**config.mk**
```make
export PLATFORM = sky130hd
export DESIGN_NAME = vend_fsm_multi
export DESIGN_NICKNAME = d
export VERILOG_FILES = /design/src/rtl/vend_fsm_multi.sv
export SDC_FILE = /design/constraint.sdc
export NUM_CORES = 1
export LEC_CHECK = 0
export ABC_CLOCK_PERIOD_IN_PS = 9000
export CORE_UTILIZATION = 44
export DETAILED_ROUTE_END_ITERATION = 16
export REMOVE_ABC_BUFFERS = 1
export SKIP_CTS_REPAIR_TIMING = 1
export SLEW_MARGIN = 25
export SYNTH_ARGS = -nofsm -noshare
export SYNTH_HDL_FRONTEND = slang
export SYNTH_SLANG_ARGS = --single-unit
```
**constraint.sdc**
```tcl
create_clock -name clk -period 9 [get_ports clk]
set_input_delay 0.9 -clock clk [delete_from_list [all_inputs] [get_ports clk]]
set_output_delay 0.9 -clock clk [all_outputs]
set_load 0.01 [all_outputs]
```
**src/rtl/vend_fsm_multi.sv**
```systemverilog
// Multi-product vending controller: coin credit accumulation, per-product stock,
// cancel/refund, inactivity auto-refund and a fixed-length dispense hold.
module vend_fsm_multi #(
    parameter int N_PROD     = 4,
    parameter int COIN1      = 30,
    parameter int COIN2      = 50,
    parameter int COIN3      = 100,
    parameter int PRICE_BASE = 60,
    parameter int PRICE_STEP = 10,
    parameter int MAX_CREDIT = 300,
    parameter int CREDIT_W   = 10,
    parameter int STOCK_INIT = 8,
    parameter int STOCK_W    = 4,
    parameter int TIMEOUT    = 1000,
    parameter int VEND_HOLD  = 4,
    localparam int SEL_W     = (N_PROD > 1) ? $clog2(N_PROD) : 1
) (
    input  logic                clk,
    input  logic                reset,
    input  logic [1:0]          coin_in,
    input  logic                sel_valid,
    input  logic [SEL_W-1:0]    sel_id,
    input  logic                cancel,
    input  logic                restock,
    output logic                purchase,
    output logic [SEL_W-1:0]    purchase_id,
    output logic                ret_valid,
    output logic [CREDIT_W-1:0] ret,
    output logic [CREDIT_W-1:0] credit,
    output logic [N_PROD-1:0]   sold_out,
    output logic                accepting
);

    localparam int TIMER_W = $clog2(TIMEOUT + 1);
    localparam int HOLD_W  = (VEND_HOLD > 1) ? $clog2(VEND_HOLD) : 1;

    localparam logic [SEL_W:0]      N_PROD_L   = (SEL_W + 1)'(N_PROD);
    localparam logic [CREDIT_W:0]   MAX_CRED_L = (CREDIT_W + 1)'(MAX_CREDIT);
    localparam logic [TIMER_W-1:0]  TIMER_LAST = TIMER_W'(TIMEOUT - 1);
    localparam logic [HOLD_W-1:0]   HOLD_LAST  = HOLD_W'(VEND_HOLD - 1);
    localparam logic [STOCK_W-1:0]  STOCK_FULL = STOCK_W'(STOCK_INIT);

    typedef enum logic [1:0] {
        S_IDLE,
        S_CREDIT,
        S_DISPENSE
    } state_t;

    state_t               state_q, state_d;
    logic [CREDIT_W-1:0]  credit_q, credit_d;
    logic [CREDIT_W-1:0]  ret_q, ret_d;
    logic                 ret_valid_q, ret_valid_d;
    logic                 purchase_q, purchase_d;
    logic [SEL_W-1:0]     purchase_id_q, purchase_id_d;
    logic [STOCK_W-1:0]   stock_q [N_PROD];
    logic [STOCK_W-1:0]   stock_d [N_PROD];
    logic [TIMER_W-1:0]   timer_q, timer_d;
    logic [HOLD_W-1:0]    hold_q, hold_d;

    logic [CREDIT_W-1:0]  cv;
    logic [CREDIT_W:0]    sum;
    logic                 over;
    logic [CREDIT_W-1:0]  eff;
    logic [CREDIT_W-1:0]  bounce;
    logic                 sel_in_range;
    logic [SEL_W-1:0]     sel_idx;
    logic [CREDIT_W-1:0]  price;
    logic                 can_buy;
    logic                 activity;

    // Coin valuation and credit-ceiling check shared by every non-dispense path.
    always_comb begin
        unique case (coin_in)
            2'b01:   cv = CREDIT_W'(COIN1);
            2'b10:   cv = CREDIT_W'(COIN2);
            2'b11:   cv = CREDIT_W'(COIN3);
            default: cv = '0;
        endcase
        sum          = {1'b0, credit_q} + {1'b0, cv};
        over         = (sum > MAX_CRED_L);
        eff          = over ? credit_q : sum[CREDIT_W-1:0];
        bounce       = over ? cv : '0;
        sel_in_range = ({1'b0, sel_id} < N_PROD_L);
        sel_idx      = sel_in_range ? sel_id : '0;
        price        = CREDIT_W'(PRICE_BASE) + CREDIT_W'(PRICE_STEP) * CREDIT_W'(sel_idx);
        can_buy      = sel_valid && sel_in_range && (stock_q[sel_idx] != '0) && (eff >= price);
        activity     = (coin_in != 2'b00) || sel_valid || cancel;
    end

    always_comb begin
        // NOTE: every signal assigned here gets a default first, so no path can infer a latch.
        state_d       = state_q;
        credit_d      = credit_q;
        ret_d         = '0;
        purchase_d    = 1'b0;
        purchase_id_d = purchase_id_q;
        stock_d       = stock_q;
        timer_d       = '0;
        hold_d        = '0;

        unique case (state_q)
            S_DISPENSE: begin
                ret_d = cv;
                if (hold_q == HOLD_LAST) begin
                    state_d = S_IDLE;
                end else begin
                    hold_d = hold_q + 1'b1;
                end
            end
            default: begin
                if (cancel) begin
                    ret_d    = eff + bounce;
                    credit_d = '0;
                    state_d  = S_IDLE;
                end else if (can_buy) begin
                    purchase_d       = 1'b1;
                    purchase_id_d    = sel_idx;
                    stock_d[sel_idx] = stock_q[sel_idx] - 1'b1;
                    ret_d            = eff - price + bounce;
                    credit_d         = '0;
                    state_d          = S_DISPENSE;
                end else begin
                    credit_d = eff;
                    ret_d    = bounce;
                    if (eff == '0) begin
                        state_d = S_IDLE;
                    end else if (activity) begin
                        state_d = S_CREDIT;
                    end else if (timer_q == TIMER_LAST) begin
                        // Inactivity expired: hand back everything held.
                        ret_d    = credit_q;
                        credit_d = '0;
                        state_d  = S_IDLE;
                    end else begin
                        timer_d = timer_q + 1'b1;
                        state_d = S_CREDIT;
                    end
                end

                if (state_q == S_IDLE && coin_in == 2'b00 && restock) begin
                    for (int i = 0; i < N_PROD; i++) stock_d[i] = STOCK_FULL;
                end
            end
        endcase

        ret_valid_d = (ret_d != '0);
    end

    always_ff @(posedge clk) begin
        if (reset) begin
            state_q       <= S_IDLE;
            credit_q      <= '0;
            ret_q         <= '0;
            ret_valid_q   <= 1'b0;
            purchase_q    <= 1'b0;
            purchase_id_q <= '0;
            timer_q       <= '0;
            hold_q        <= '0;
            // NOTE: the stock array is architectural state with a defined reset value, so unlike a RAM it is reset here.
            for (int i = 0; i < N_PROD; i++) stock_q[i] <= STOCK_FULL;
        end else begin
            // NOTE: non-blocking assignments so every register samples pre-edge values.
            state_q       <= state_d;
            credit_q      <= credit_d;
            ret_q         <= ret_d;
            ret_valid_q   <= ret_valid_d;
            purchase_q    <= purchase_d;
            purchase_id_q <= purchase_id_d;
            timer_q       <= timer_d;
            hold_q        <= hold_d;
            for (int i = 0; i < N_PROD; i++) stock_q[i] <= stock_d[i];
        end
    end

    always_comb begin
        for (int i = 0; i < N_PROD; i++) sold_out[i] = (stock_q[i] == '0);
    end

    assign purchase    = purchase_q;
    assign purchase_id = purchase_id_q;
    assign ret_valid   = ret_valid_q;
    assign ret         = ret_q;
    assign credit      = credit_q;
    assign accepting   = (state_q != S_DISPENSE);

endmodule

```
==> metrics, run 1 <==
Fmax 129 MHz; all-layer global routing usage 25.5%; multiplexer share of the synthesized area 4.18%; P per Cell Area 149 nW/µm²; max cap viols 0; status finished, final reports clean; first-pass GRT wire length 19.7 mm; Compound-Gate Fraction of Synth Area 21.8%; cell taking the most area after synthesis dfxtp_1; slew margin rel. 47.8%; Mapped Area 4280 µm²; fillers 896; Setup violations, final 0; Syn Inst Count 511; CTS Sinks 53; Layout Skew 0.0175 ns; Starting Density 45.9%; worst vdd ir 0.0718 mV; Post-Syn Area per Cell 8.37 µm²; fin crit period 7.75 ns; Area growth syn-to-layout 12.7%; vias in the first global route 3605; PnR worst setup slack 1.25 ns; layout cell share with drive strength beyond 1 7.78%; most used cell, CP inv_1; CP max stage delay 0.61 ns; Via density 5.83; Yosys reg bits 53; crit path kind in2reg; ys flop type dfxtp_1; RSZ-0062 raised after global routing no; CTS root buf clkbuf_8; Synth Area in Simple Gates 21.0%; Worst EP arrival 7.95 ns; DP HPWL 9.80 mm; Synth top area share 24.8%; Routed Antenna Nets 0; most common cell in the netlist nor2_1; CTS tree built; Vias 3902; top cells by count, synth 56 x nor2_1, 53 x dfxtp_1, 42 x nand2_1, 41 x inv_1, 40 x ha_1; ranking of synthesized cells by area dfxtp_1 25%, ha_1 12%, nor2_1 4.9%; Max Slew Vio Count 0; Leakage 1.98 nW; final WL 12.4 mm; die area 10100 µm²; DRC violations left 0; crit path max fanout 14; Crit-path slowest cell clkdlybuf4s50_1; crit path capture type register; CP Launch Type input pin; Longest Clk Path Bufs 2; Min-Delay Path Class reg2reg; row cnt 35; Slew @ Worst Pin 0.777 ns; XOR/XNOR share of the synthesized area 5.70%; Clock Latency Late Sink 0.32 ns; Yosys cell types 82; Die H 101 µm; global-route congestion overflow total 0; # IOs 38; largest net degree at the start of global routing 20; YS warnings 0; initial antenna violation count 0; setup TNS 0 ns; crit share post-route 86.2%; asr flop ratio synth 0%; Post-Place Worst Slack 1.09 ns; routed wire length per instance 18.6 µm; Final Hold Fails 0; main combinational cell family by area after synthesis compound AO/OA/AOI/OAI gates; die width 101 µm; PortBufs 36; GP Congestion 0.985; Core Box Area 9330 µm²; DRT iter0 DRCs 377; Post-synth EDFFs 0; n_diodes 0; Adder-Cell Fraction of Synth Area 16.1%; H-tree levels 2; Reg clk slew, reported paths 0.11 ns; CTS buffer count 5; # nets final 597; WP data required 9.20 ns; drt pass-1 iters 5; sequential share of the synthesized area 24.8%
worst max-delay path: cells and delay by family:
family	cells	cell delay, ns
buffers and inverters	4	0.94
XOR/XNOR	2	0.34
AO/OA/AOI/OAI	11	2.86
AND/OR/NAND/NOR	3	0.47
adder cells (fa/ha/maj)	5	2.03
multiplexers	1	0.38
layout make-up:
type / count / area, µm² / area share [%]
tap: 129 / 161 / 3.35
clock buffer: 5 / 68.8 / 1.43
clock inverter: 3 / 21.3 / 0.441
timing repair buffer: 40 / 390 / 8.10
sequential: 53 / 1060 / 22.0
inverter: 44 / 165 / 3.43
multi-input combinational: 395 / 2950 / 61.2
per-layer routing:
metal | wire length, µm | share of wire [%] | global-route usage [%]
met5 | 0 | 0 | 0
met4 | 204 | 1.6 | 7.13
met3 | 982 | 7.9 | 4.44
met2 | 5230 | 42 | 36.6
met1 | 6020 | 48 | 38.8
worst paths after layout:
| check | from | endpoint | slack, ns | cells past startpoint |
|---|---|---|---|---|
| setup / recovery | coin_in[0] | ret_valid$_SDFF_PP0_ | 1.25 | 26 |
| hold / removal | hold_q[0]$_SDFF_PP0_ | hold_q[0]$_SDFF_PP0_ | 0.44 | 1 |
| setup reg to reg | credit[1]$_SDFFE_PP0N_ | ret_valid$_SDFF_PP0_ | 2.66 | 23 |
| hold reg to reg | hold_q[0]$_SDFF_PP0_ | hold_q[0]$_SDFF_PP0_ | 0.44 | 1 |
metrics by stage:
| step | power (mW) | util [%] | hold WS (ns) | cells | cell area, µm² |
|---|---|---|---|---|---|
| global route | 0.764 | 51.7 | 0.474 | 669 | 4820 |
| finish | 0.718 | 51.7 | 0.441 | 669 | 4820 |
| CTS | 0.715 | 51.7 | 0.444 | 669 | 4820 |
| floorplan | 0.476 | - | 0.408 | 492 | 4180 |
| detailed placement | 0.572 | 50.7 | 0.428 | 661 | 4730 |
| global placement | 0.573 | 50.7 | 0.415 | 661 | 4730 |
cells by family (layout without fill, tap and decap cells):
family | count (synthesis) | in the layout
buffers and inverters | 64 | 92
AOI/OAI and AO/OA | 122 | 122
other | 1 | 2
muxes | 14 | 14
DFF | 53 | 53
and+or+nand+nor | 180 | 180
xor gates and xnor gates | 27 | 27
adders and majority gates | 50 | 50
layout by cell type, fill, tap and decap left out, types with 7 or more instances in the layout:
cell type	instances
nor2_1	56
dfxtp_1	53
nand2_1	42
inv_1	41
ha_1	40
clkdlybuf4s50_1	36
a21oi_1	24
o21ai_0	18
xnor2_1	14
nand3_1	14
nor3_1	13
xor2_1	12
mux2i_1	10
a211oi_1	10
fa_1	9
and3_1	7
a21o_1	7
nor4_1	7
report_power, final:
group,internal [mW],switching (mW)
logic,0.129,0.186
registers,0.248,0.0129
clock network,0.0555,0.0871
total,0.432,0.286
sequential cells by signal, indices dropped and copies added (netlist names):
name and count:
credit 9, hold_q 2, purchase 1, purchase_id 2
ret 10, ret_valid 1, state_q 2, stock_q 16
timer_q 10
(Power assumes the default switching activity.)
==> run 2, diff against run 1 <==
Settings changed: SETUP_SLACK_MARGIN from default to 0.4, TNS_END_PERCENT from default to 50.
==> results of run 2 <==
Same layout as run 1: the final DEF is identical, and so are final timing and power.
==> run 3, diff against run 2 <==
Settings changed: CAP_MARGIN from default to 20.
==> results of run 3 <==
Same layout as run 1: the final DEF is identical, and so are final timing and power.
